$ cat src/rtl/pid_gen_pkg.sv
// Shared types and saturation helpers for the pid_gen drive controller.
package pid_gen_pkg;

    typedef enum logic [1:0] {PID_P, PID_PI, PID_PD, PID_PID} pid_mode_e;

    function automatic logic mode_has_i(input pid_mode_e m);
        return (m == PID_PI) || (m == PID_PID);
    endfunction

    function automatic logic mode_has_d(input pid_mode_e m);
        return (m == PID_PD) || (m == PID_PID);
    endfunction

    // Clamp to [0, hi]; callers narrow the result with a size cast.
    function automatic logic signed [31:0] sat_u(input logic signed [31:0] v,
                                                 input logic signed [31:0] hi);
        if (v < 0)
            return 32'sd0;
        else if (v > hi)
            return hi;
        else
            return v;
    endfunction

    function automatic logic signed [31:0] sat_s(input logic signed [31:0] v,
                                                 input logic signed [31:0] lo,
                                                 input logic signed [31:0] hi);
        if (v < lo)
            return lo;
        else if (v > hi)
            return hi;
        else
            return v;
    endfunction

endpackage

$ cat src/rtl/pid_gen_dly_line.sv
// Enable-gated shift register; o_q is the value DEPTH accepted updates back.
module pid_dly_line #(
    parameter int WIDTH = 13,
    parameter int DEPTH = 2
) (
    input  logic             clk,
    input  logic             rst,
    input  logic             i_en,
    input  logic [WIDTH-1:0] i_d,
    output logic [WIDTH-1:0] o_q
);

    logic [DEPTH-1:0][WIDTH-1:0] r_sr;

    always_ff @(posedge clk) begin
        if (rst) begin
            r_sr <= '0;
        end else if (i_en) begin
            r_sr[0] <= i_d;
            for (int k = 1; k < DEPTH; k++)
                r_sr[k] <= r_sr[k-1];
        end
    end

    assign o_q = r_sr[DEPTH-1];

endmodule

$ cat src/rtl/pid_gen.sv
// Two-stage PID drive-magnitude generator: stage 1 registers the sample,
// stage 2 registers the saturated P+I+D sum and updates integrator/history.
module pid_gen
    import pid_gen_pkg::*;
#(
    parameter int ERR_W   = 13,
    parameter int OUT_W   = 12,
    parameter int INT_W   = 18,
    parameter int I_SHIFT = 6,
    parameter int D_DEPTH = 2,
    parameter int D_SHIFT = 2,
    parameter int DECIM   = 1
) (
    input  logic                    clk,
    input  logic                    rst,
    input  logic signed [ERR_W-1:0] error,
    input  logic                    err_vld,
    input  logic                    not_pedaling,
    input  logic [1:0]              mode,
    output logic [OUT_W-1:0]        drv_mag,
    output logic                    drv_vld
);

    localparam int SUM_W = ERR_W + 2;
    localparam int CNT_W = (DECIM > 1) ? $clog2(DECIM) : 1;
    localparam logic signed [31:0] OUT_MAX = 32'sd2 ** OUT_W - 32'sd1;
    localparam logic signed [31:0] INT_MAX = 32'sd2 ** (INT_W - 1) - 32'sd1;
    localparam logic signed [31:0] D_MAX   = 32'sd2 ** (ERR_W - 1) - 32'sd1;
    localparam logic signed [31:0] D_MIN   = -(32'sd2 ** (ERR_W - 1));

    logic [CNT_W-1:0]        r_cnt;
    logic                    w_hit;
    logic signed [ERR_W-1:0] r_err_q;
    pid_mode_e               r_mode_q;
    logic                    r_hit_q;
    logic                    r_np_q;
    logic                    r_v1;
    logic [INT_W-1:0]        r_integ;
    logic [ERR_W-1:0]        w_hist;

    logic signed [31:0]      w_p;
    logic signed [31:0]      w_i;
    logic signed [31:0]      w_d;
    logic signed [SUM_W-1:0] w_sum;
    logic signed [31:0]      w_sum_x;
    logic                    w_frozen;
    logic [OUT_W-1:0]        w_mag;
    logic [INT_W-1:0]        w_int_nxt;

    assign w_hit = err_vld && (r_cnt == CNT_W'(DECIM - 1));

    always_ff @(posedge clk) begin
        if (rst)
            r_cnt <= '0;
        else if (err_vld)
            r_cnt <= (r_cnt == CNT_W'(DECIM - 1)) ? '0 : r_cnt + 1'b1;
    end

    always_ff @(posedge clk) begin
        if (rst) begin
            r_v1     <= 1'b0;
            r_err_q  <= '0;
            r_mode_q <= PID_P;
            r_hit_q  <= 1'b0;
            r_np_q   <= 1'b0;
        end else begin
            r_v1 <= err_vld;
            if (err_vld) begin
                r_err_q  <= error;
                r_mode_q <= pid_mode_e'(mode);
                r_hit_q  <= w_hit;
                r_np_q   <= not_pedaling;
            end
        end
    end

    // Terms are formed at 32 bits, then the sum is wrapped to SUM_W bits.
    assign w_p     = 32'(r_err_q);
    assign w_i     = mode_has_i(r_mode_q) ? $signed(32'(r_integ >> I_SHIFT)) : 32'sd0;
    assign w_d     = mode_has_d(r_mode_q)
                   ? sat_s((w_p - 32'($signed(w_hist))) <<< D_SHIFT, D_MIN, D_MAX)
                   : 32'sd0;
    assign w_sum   = SUM_W'(w_p + w_i + w_d);
    assign w_sum_x = 32'(w_sum);

    assign w_frozen  = (w_sum_x > OUT_MAX) && (w_p > 0);
    assign w_mag     = r_np_q ? '0 : OUT_W'(sat_u(w_sum_x, OUT_MAX));
    assign w_int_nxt = INT_W'(sat_u($signed(32'(r_integ)) + w_p, INT_MAX));

    always_ff @(posedge clk) begin
        if (rst) begin
            drv_mag <= '0;
            drv_vld <= 1'b0;
        end else begin
            drv_vld <= r_v1;
            if (r_v1)
                drv_mag <= w_mag;
        end
    end

    // not_pedaling clears on every edge, not only when a sample retires.
    always_ff @(posedge clk) begin
        if (rst || not_pedaling)
            r_integ <= '0;
        else if (r_v1) begin
            if (r_np_q || !mode_has_i(r_mode_q))
                r_integ <= '0;
            else if (r_hit_q && !w_frozen)
                r_integ <= w_int_nxt;
        end
    end

    pid_dly_line #(
        .WIDTH (ERR_W),
        .DEPTH (D_DEPTH)
    ) u_hist (
        .clk  (clk),
        .rst  (rst),
        .i_en (r_v1 && r_hit_q),
        .i_d  (r_err_q),
        .o_q  (w_hist)
    );

endmodule

$ cat config.mk
export PLATFORM = sky130hd
export DESIGN_NAME = pid_gen
export DESIGN_NICKNAME = d
export VERILOG_FILES = /design/src/rtl/pid_gen_pkg.sv /design/src/rtl/pid_gen_dly_line.sv /design/src/rtl/pid_gen.sv
export SDC_FILE = /design/constraint.sdc
export NUM_CORES = 1
export LEC_CHECK = 0
export CAP_MARGIN = 0
export CORE_MARGIN = 5
export CORE_UTILIZATION = 55
export DETAILED_ROUTE_END_ITERATION = 7
export PLACE_DENSITY = 0.76
export SLEW_MARGIN = 20
export SYNTH_ARGS = -nofsm -noshare
export SYNTH_HDL_FRONTEND = slang
export SYNTH_SLANG_ARGS = --single-unit
$ cat constraint.sdc
create_clock -name clk -period 6.76 [get_ports clk]
set_clock_uncertainty 0.1 [all_clocks]
set_input_delay 1.69 -clock clk [delete_from_list [all_inputs] [get_ports clk]]
set_output_delay 1.69 -clock clk [all_outputs]
set_load 0.02 [all_outputs]
Yosys cells after proc, flatten, opt, wreduce, memory -nomap -nowiden --
Cells that the tools add are included.
Word-level totals: flip-flop bits (word level) 76, bits in latches 0, memory bits (writable) 0, bits in read-only memories 0, input bits 19, logic and storage cells 51, memories 0
Cells by class: add/sub/neg operators 5, multiply operators 0, divide/modulo/power cells 0, order comparisons 7, equal/unequal tests 3, shift operators 0, multiplexer cells 12, bitwise operators 1, reductions and logical operators 12
Operators with widths (number):
- $mux W18 | 4
- $mux W12 | 4
- $mux W15 | 3
- $add A19 B13 Y20 | 1
- $gt A20 B18 Y1 const B | 1
- $lt A20 B1 Y1 const B | 1
- $gt A16 B13 Y1 const B | 1
- $lt A16 B13 Y1 const B | 1
- $add A14 B15 Y15 | 1
- $gt A15 B13 Y1 const B | 1
- $lt A15 B1 Y1 const B | 1
- $add A13 B13 Y14 | 1
- $sub A13 B13 Y14 | 1
- $gt A13 B1 Y1 const B | 1
- $eq A2 B2 Y1 const B | 2
- $logic_and A1 B1 Y1 | 4
- $logic_or A1 B1 Y1 | 4
- $eq A2 B1 Y1 const B | 1
- $logic_not A1 Y1 | 2
- $reduce_and A2 Y1 | 1
- $reduce_bool A2 Y1 | 1
- $add A1 B1 Y1 const B | 1
- $mux W1 | 1
- $not A1 Y1 | 1

Depth between registers and ports, before layout --
Gate-level depths: netlist (run 1).
depth after elaboration 12, depth in mapped cells 25, gate-level depth less buffers 22

Modules after synthesis --
From an unflattened synthesis (run 1), not the netlist that was laid out.
Second synthesis, totals: cell total of the unflattened synthesis 614, area total of the unflattened synthesis 5426.5 um^2
By module, submodules not included:
- pid_gen | times used 1, cells an instance 517, area each 4385.5 um^2
- pid_dly_line | times used 1, cells an instance 97, area each 1041.0 um^2

Worst setup path after synthesis (run 1) --
Ideal clock, no wire load.
path kind reg-to-reg, start point register r_err_q[0], end point register r_integ[10], library setup time 0.122 ns, arrival 5.612 ns, required time 6.538 ns, slack 0.927 ns, stages on the path, launching flop included 26, path buffers 3, period minus slack after synthesis 5.833 ns, cells stage by stage dfxtp_1 -> inv_1 -> ha_1 -> fa_1 -> nor2b_1 -> o31a_1 -> o211ai_1 -> a31oi_1 -> nor2_1 -> xnor2_1 -> o31ai_1 -> clkbuf_1 -> nor2_1 -> fa_1 -> ha_1 -> fa_1 -> a211o_1 -> a21oi_1 -> o21ai_0 -> xor2_1 -> o21a_1 -> or3_4 -> and4_4 -> buf_6 -> buf_8 -> a221o_1
Between the ends: cells in the longest elaborated chain, start to end 12, elaborated cells between the ends (all ways) 22
Ends and longest elaborated chain:
- start, declared | line pid_gen.sv:33 | logic signed [ERR_W-1:0] r_err_q;
- start signal, assigned | line pid_gen.sv:69 | r_err_q <= error;
- $sub A13 B13 Y14 | line pid_gen.sv:81 | ? sat_s((w_p - 32'($signed(w_hist))) <<< D_SHIFT, D_MIN, D_MAX)
- $gt A16 B13 Y1 | line pid_gen_pkg.sv:30 | else if (v > hi)
- $mux W15 | line pid_gen_pkg.sv:30
- $mux W15 | line pid_gen_pkg.sv:28 | if (v < lo)
- $mux W15 | line pid_gen.sv:81
- $add A14 B15 Y15 | line pid_gen.sv:83 | assign w_sum = SUM_W'(w_p + w_i + w_d);
- $gt A15 B13 Y1 | line pid_gen.sv:86 | assign w_frozen = (w_sum_x > OUT_MAX) && (w_p > 0);
- $logic_and A1 B1 Y1 | line pid_gen.sv:86
- $logic_not A1 Y1 | line pid_gen.sv:108 | else if (r_hit_q && !w_frozen)
- $logic_and A1 B1 Y1 | line pid_gen.sv:108
- $reduce_bool A2 Y1 (no line)
- $reduce_and A2 Y1 (no line)
- end signal, assigned | line pid_gen.sv:109 | r_integ <= w_int_nxt;
- end, declared | line pid_gen.sv:38 | logic [INT_W-1:0] r_integ;
Several ways; a longest one is shown, not always the timed one. The select of a mux whose other input is x is not followed. A chain may end at the register's enable or synchronous reset.

Final worst setup path (run 1) --
start point register r_err_q[0], end point register r_integ[8]
Same word-level chain as after synthesis.

==> results of run 1 <==
-- logic make-up after synthesis --
logic type                 share of synthesized area (%)
AOI/OAI and AO/OA                                   26.3
xor gates and xnor gates                            4.83
adders and majority gates                           16.9
buffers and inverters                               4.29
DFF                                                 28.6
muxes                                               3.05
and+or+nand+nor                                     16.1
-- path summary, 6_finish.rpt --
kind / to / slack, ns / cells after the start
setup / recovery: r_integ[8] / 0.38 / 23
hold / removal: u_hist.o_q[0] / 0.36 / 2
setup reg to reg: r_integ[8] / 0.38 / 23
hold reg to reg: u_hist.o_q[0] / 0.36 / 2
-- state kept, by name, indices dropped and copies added, names as in the netlist --
register / cells
u_hist.r_sr: 13
r_np_q: 1
r_hit_q: 1
drv_mag: 12
r_integ: 18
u_hist.o_q: 13
r_err_q: 13
r_mode_q: 2
drv_vld: 1
r_v1: 1
-- cell type report --
cell class / instances / area [µm²] / share of cell area (%)
multi-input combinational: 483 / 3550 / 60.1
sequential: 75 / 1500 / 25.5
timing repair buffer: 43 / 390 / 6.62
tap: 129 / 161 / 2.74
clock buffer: 9 / 124 / 2.10
inverter: 27 / 101 / 1.72
clock inverter: 7 / 71.3 / 1.21
-- per-stage QoR --
step                hold slack (ns)  setup slack (ns)
global placement              0.335             0.697
floorplan                     0.332             0.927
global route                  0.373            0.0104
CTS                           0.357             0.394
finish                        0.358             0.382
detailed placement            0.344             0.455
-- worst max-delay path: cells and delay by family (launching register included) --
kind / cells / cell delay (ns)
compound gates: 10 / 2.47
fa+ha+maj: 5 / 1.79
simple gates: 4 / 0.84
flops: 1 / 0.46
xor+xnor: 2 / 0.40
buf+inv: 2 / 0.26
-- power breakdown --
part	total [W]	internal (W)	switching, W
clock network	0.000344	0.000143	0.000201
logic	0.000243	0.000102	0.000141
registers	0.000468	0.000455	0.0000131
total	0.00106	0.000700	0.000355
-- cell usage in the layout, fill, tap and decap left out, types with 16 or more instances in the layout --
cell type	synthesis	final
sky130_fd_sc_hd__dfxtp_1	75	75
sky130_fd_sc_hd__nand2_1	68	68
sky130_fd_sc_hd__a21oi_1	60	60
sky130_fd_sc_hd__ha_1	47	47
sky130_fd_sc_hd__nor2_1	46	46
sky130_fd_sc_hd__o21ai_0	33	33
sky130_fd_sc_hd__clkdlybuf4s50_1	0	29
sky130_fd_sc_hd__inv_1	27	27
sky130_fd_sc_hd__o21a_1	17	17
sky130_fd_sc_hd__nand2b_1	16	16
sky130_fd_sc_hd__a21o_1	16	16
sky130_fd_sc_hd__mux2i_1	16	16
-- layer usage --
layer | wire length (µm) | track usage (%) | share of wire [%]
met5 | 0 | 0 | 0
met1 | 6120 | 32.1 | 47
met2 | 5810 | 38.2 | 45
met4 | 187 | 6.40 | 1.4
met3 | 805 | 4.26 | 6.2
-- timing repair --
item / in CTS / in global routing
setup buffers: 0 / 0
gates resized for setup: 0 / 2
setup endpoints to repair: 0 / 17
==> reports/summary.md, run 1 <==
The finished cells cover 5900 µm². The first-pass GRT wire length was 21,600 µm. The number of nets in the synthesized netlist is 691, and the total count of max-transition violations in the final report is 0. The number of failing hold endpoints at the final stage is 0.

In this run, synthesis inferred 0 flip-flops with an integrated enable. The worst hold path belongs to the class register to register. The highest achievable clock rate was 157 MHz; the total number of vias was 4,531. Counting flops with an async set or reset pin after synthesis yields a share of 0%.

After synthesis the netlist holds a flip-flop and latch count of 75. The placed instances occupy a cell area of 5690 µm². The net count of the finished layout came out at 720. The critical path goes through inv_1 > ha_1 > fa_1 > nor2b_1 > o31a_1 > o211ai_1 > a31oi_1 > nor2_1 > xnor2_1 > o31ai_1 > buf_4 > nor2_1 > fa_1 > ha_1 > fa_1 > a211o_1 > a21oi_1 > o21ai_0 > xor2_1 > o21a_1 > or3_4 > a211oi_4 > a221o_1. The run finished with clean final reports. The tools report the startpoint type of the worst setup path as a register. Clock latency on the worst-skew pair, taken at its later pin, is 0.38 ns. The initialized floorplan defines 35 standard-cell rows. For the top-level port count, the log shows 32. The peak per-stage delay on the critical path works out to 0.68 ns. In this run, placement finished with an instance count of 757. The most prevalent standard cell on the critical path is sky130_fd_sc_hd__fa_1.

Summed over its instances, the top area cell type makes up 28.6% of the synthesized netlist area. Dividing the detail-routed wire length by the instance count gives 16.7 µm. The arrival time reported for the critical path endpoint was 6.59 ns; the CTS sink count was 75. For the pin with the worst max-slew slack, the measured transition is 0.976 ns. The sequential area share after synthesis is 28.6%. Yosys instantiated no cell more often than sky130_fd_sc_hd__dfxtp_1. CTS placed an instance of sky130_fd_sc_hd__clkbuf_8 at the clock tree root. The area of the die came out at 11,600 µm². The critical path is of the register to register type. The via count of the first global-routing pass was 4,402; the number of cells produced by synthesis was 610. The number of antenna diodes is 0.

The finished layout holds 773 standard cells, fillers aside. From bottom edge to top edge, the die measures 108 µm. The first-iteration detailed-routing DRC count came out at 379. The layout overhead on the synthesized area is 12.2%. The synthesized netlist occupies a cell area of 5250 µm². At the end of routability-driven placement, the weighted congestion stood at 0.907.

Across the run, the number of max-cap violations was 0. After legalization and detailed placement, the total HPWL measured 9700 µm. The overall power after layout is 0.00106 W, and the clock period minus final worst setup slack is 6.38 ns. Summed over all failing endpoints, the final setup total negative slack is 0 ns. Library cell contributing the largest single delay on the critical path: sky130_fd_sc_hd__a211oi_4.

The number of I/O port buffers was 31; the maximum fanout along the worst path was 18. The tools report the residual DRC count as 0. The static leakage was 2.51 nW. The worst setup path is captured at a register. The longest clock path from root to sink contains 2 buffers. The aggregate global-route resource usage came out at 23.5%.

After layout, the worst path uses 94.3% of the clock period. The proportion of layout cells with a drive suffix above 1 came out at 7.92%. Setup violations remaining at the end of the flow were counted as 0. The tools report the cts-stage hold buffer count as 0. The first detailed-routing pass ran for 5 iterations.

The power density over the cells is 179 nW/µm², and the total of warnings raised by yosys is 0. The mean post-synth cell area is 8.61 µm². VDD sags by at most 142 µV. The H-tree generated during clock tree synthesis spans 3 levels. The total area inside the core boundary comes to 9280 µm².

The tools report the number of antenna violations at the first check in global routing as 0. The run gives 0 as the number of nets still failing antenna checks after routing. Counting the fill cells in the layout gives 817.

The number of unique standard cell types used by synthesis was 57; the horizontal extent of the die was 108 µm. The total clock buffers created by CTS is 9. Setup repair after global routing left no endpoint under its margin. The clock-pin transition on the worst setup and hold timing paths is 0.09 ns.

The core occupancy in the finished layout came out at 63.5%. The biggest area contributor in the post-synthesis netlist is sky130_fd_sc_hd__dfxtp_1. Counting instances in the post-synthesis netlist gives the leading cell types as 75 x sky130_fd_sc_hd__dfxtp_1, 68 x sky130_fd_sc_hd__nand2_1, 60 x sky130_fd_sc_hd__a21oi_1. In the routed layout, each cell is associated on average with a via count of 5.86. Endpoint required time on the critical path: 6.97 ns. For this run the aggregate overflow at the end of global routing stands at 0. The startpoint identified for the worst register-to-register timing path is r_err_q[0]. The post-detailed-routing wire length is 12,900 µm, and the max-slew headroom at the worst pin is 34.3%. The worst hold path begins at u_hist.r_sr[0]. For this run, the leading register cell type out of synthesis is sky130_fd_sc_hd__dfxtp_1. Entering global routing, the biggest net connects 60 pins. TritonCTS built the clock tree. The most critical setup path has its startpoint at r_err_q[0]. By area the synthesized netlist is led by sky130_fd_sc_hd__dfxtp_1 29%, sky130_fd_sc_hd__ha_1 11%, sky130_fd_sc_hd__a21oi_1 5.7%, sky130_fd_sc_hd__fa_1 5.7%, sky130_fd_sc_hd__nand2_1 4.9%.

The initial core utilization came out at 56.6%.
Power figures use the tool's default switching activity.
==> run 2, diff against run 1 <==
--- a/config.mk
+++ b/config.mk
@@ -8,6 +8,7 @@
 export CAP_MARGIN = 0
 export CORE_MARGIN = 5
 export CORE_UTILIZATION = 55
+export CTS_CLUSTER_SIZE = 30
 export DETAILED_ROUTE_END_ITERATION = 7
 export PLACE_DENSITY = 0.76
 export SLEW_MARGIN = 20
==> results of run 2 <==
Final layout, timing and power as in run 1 (identical DEF).
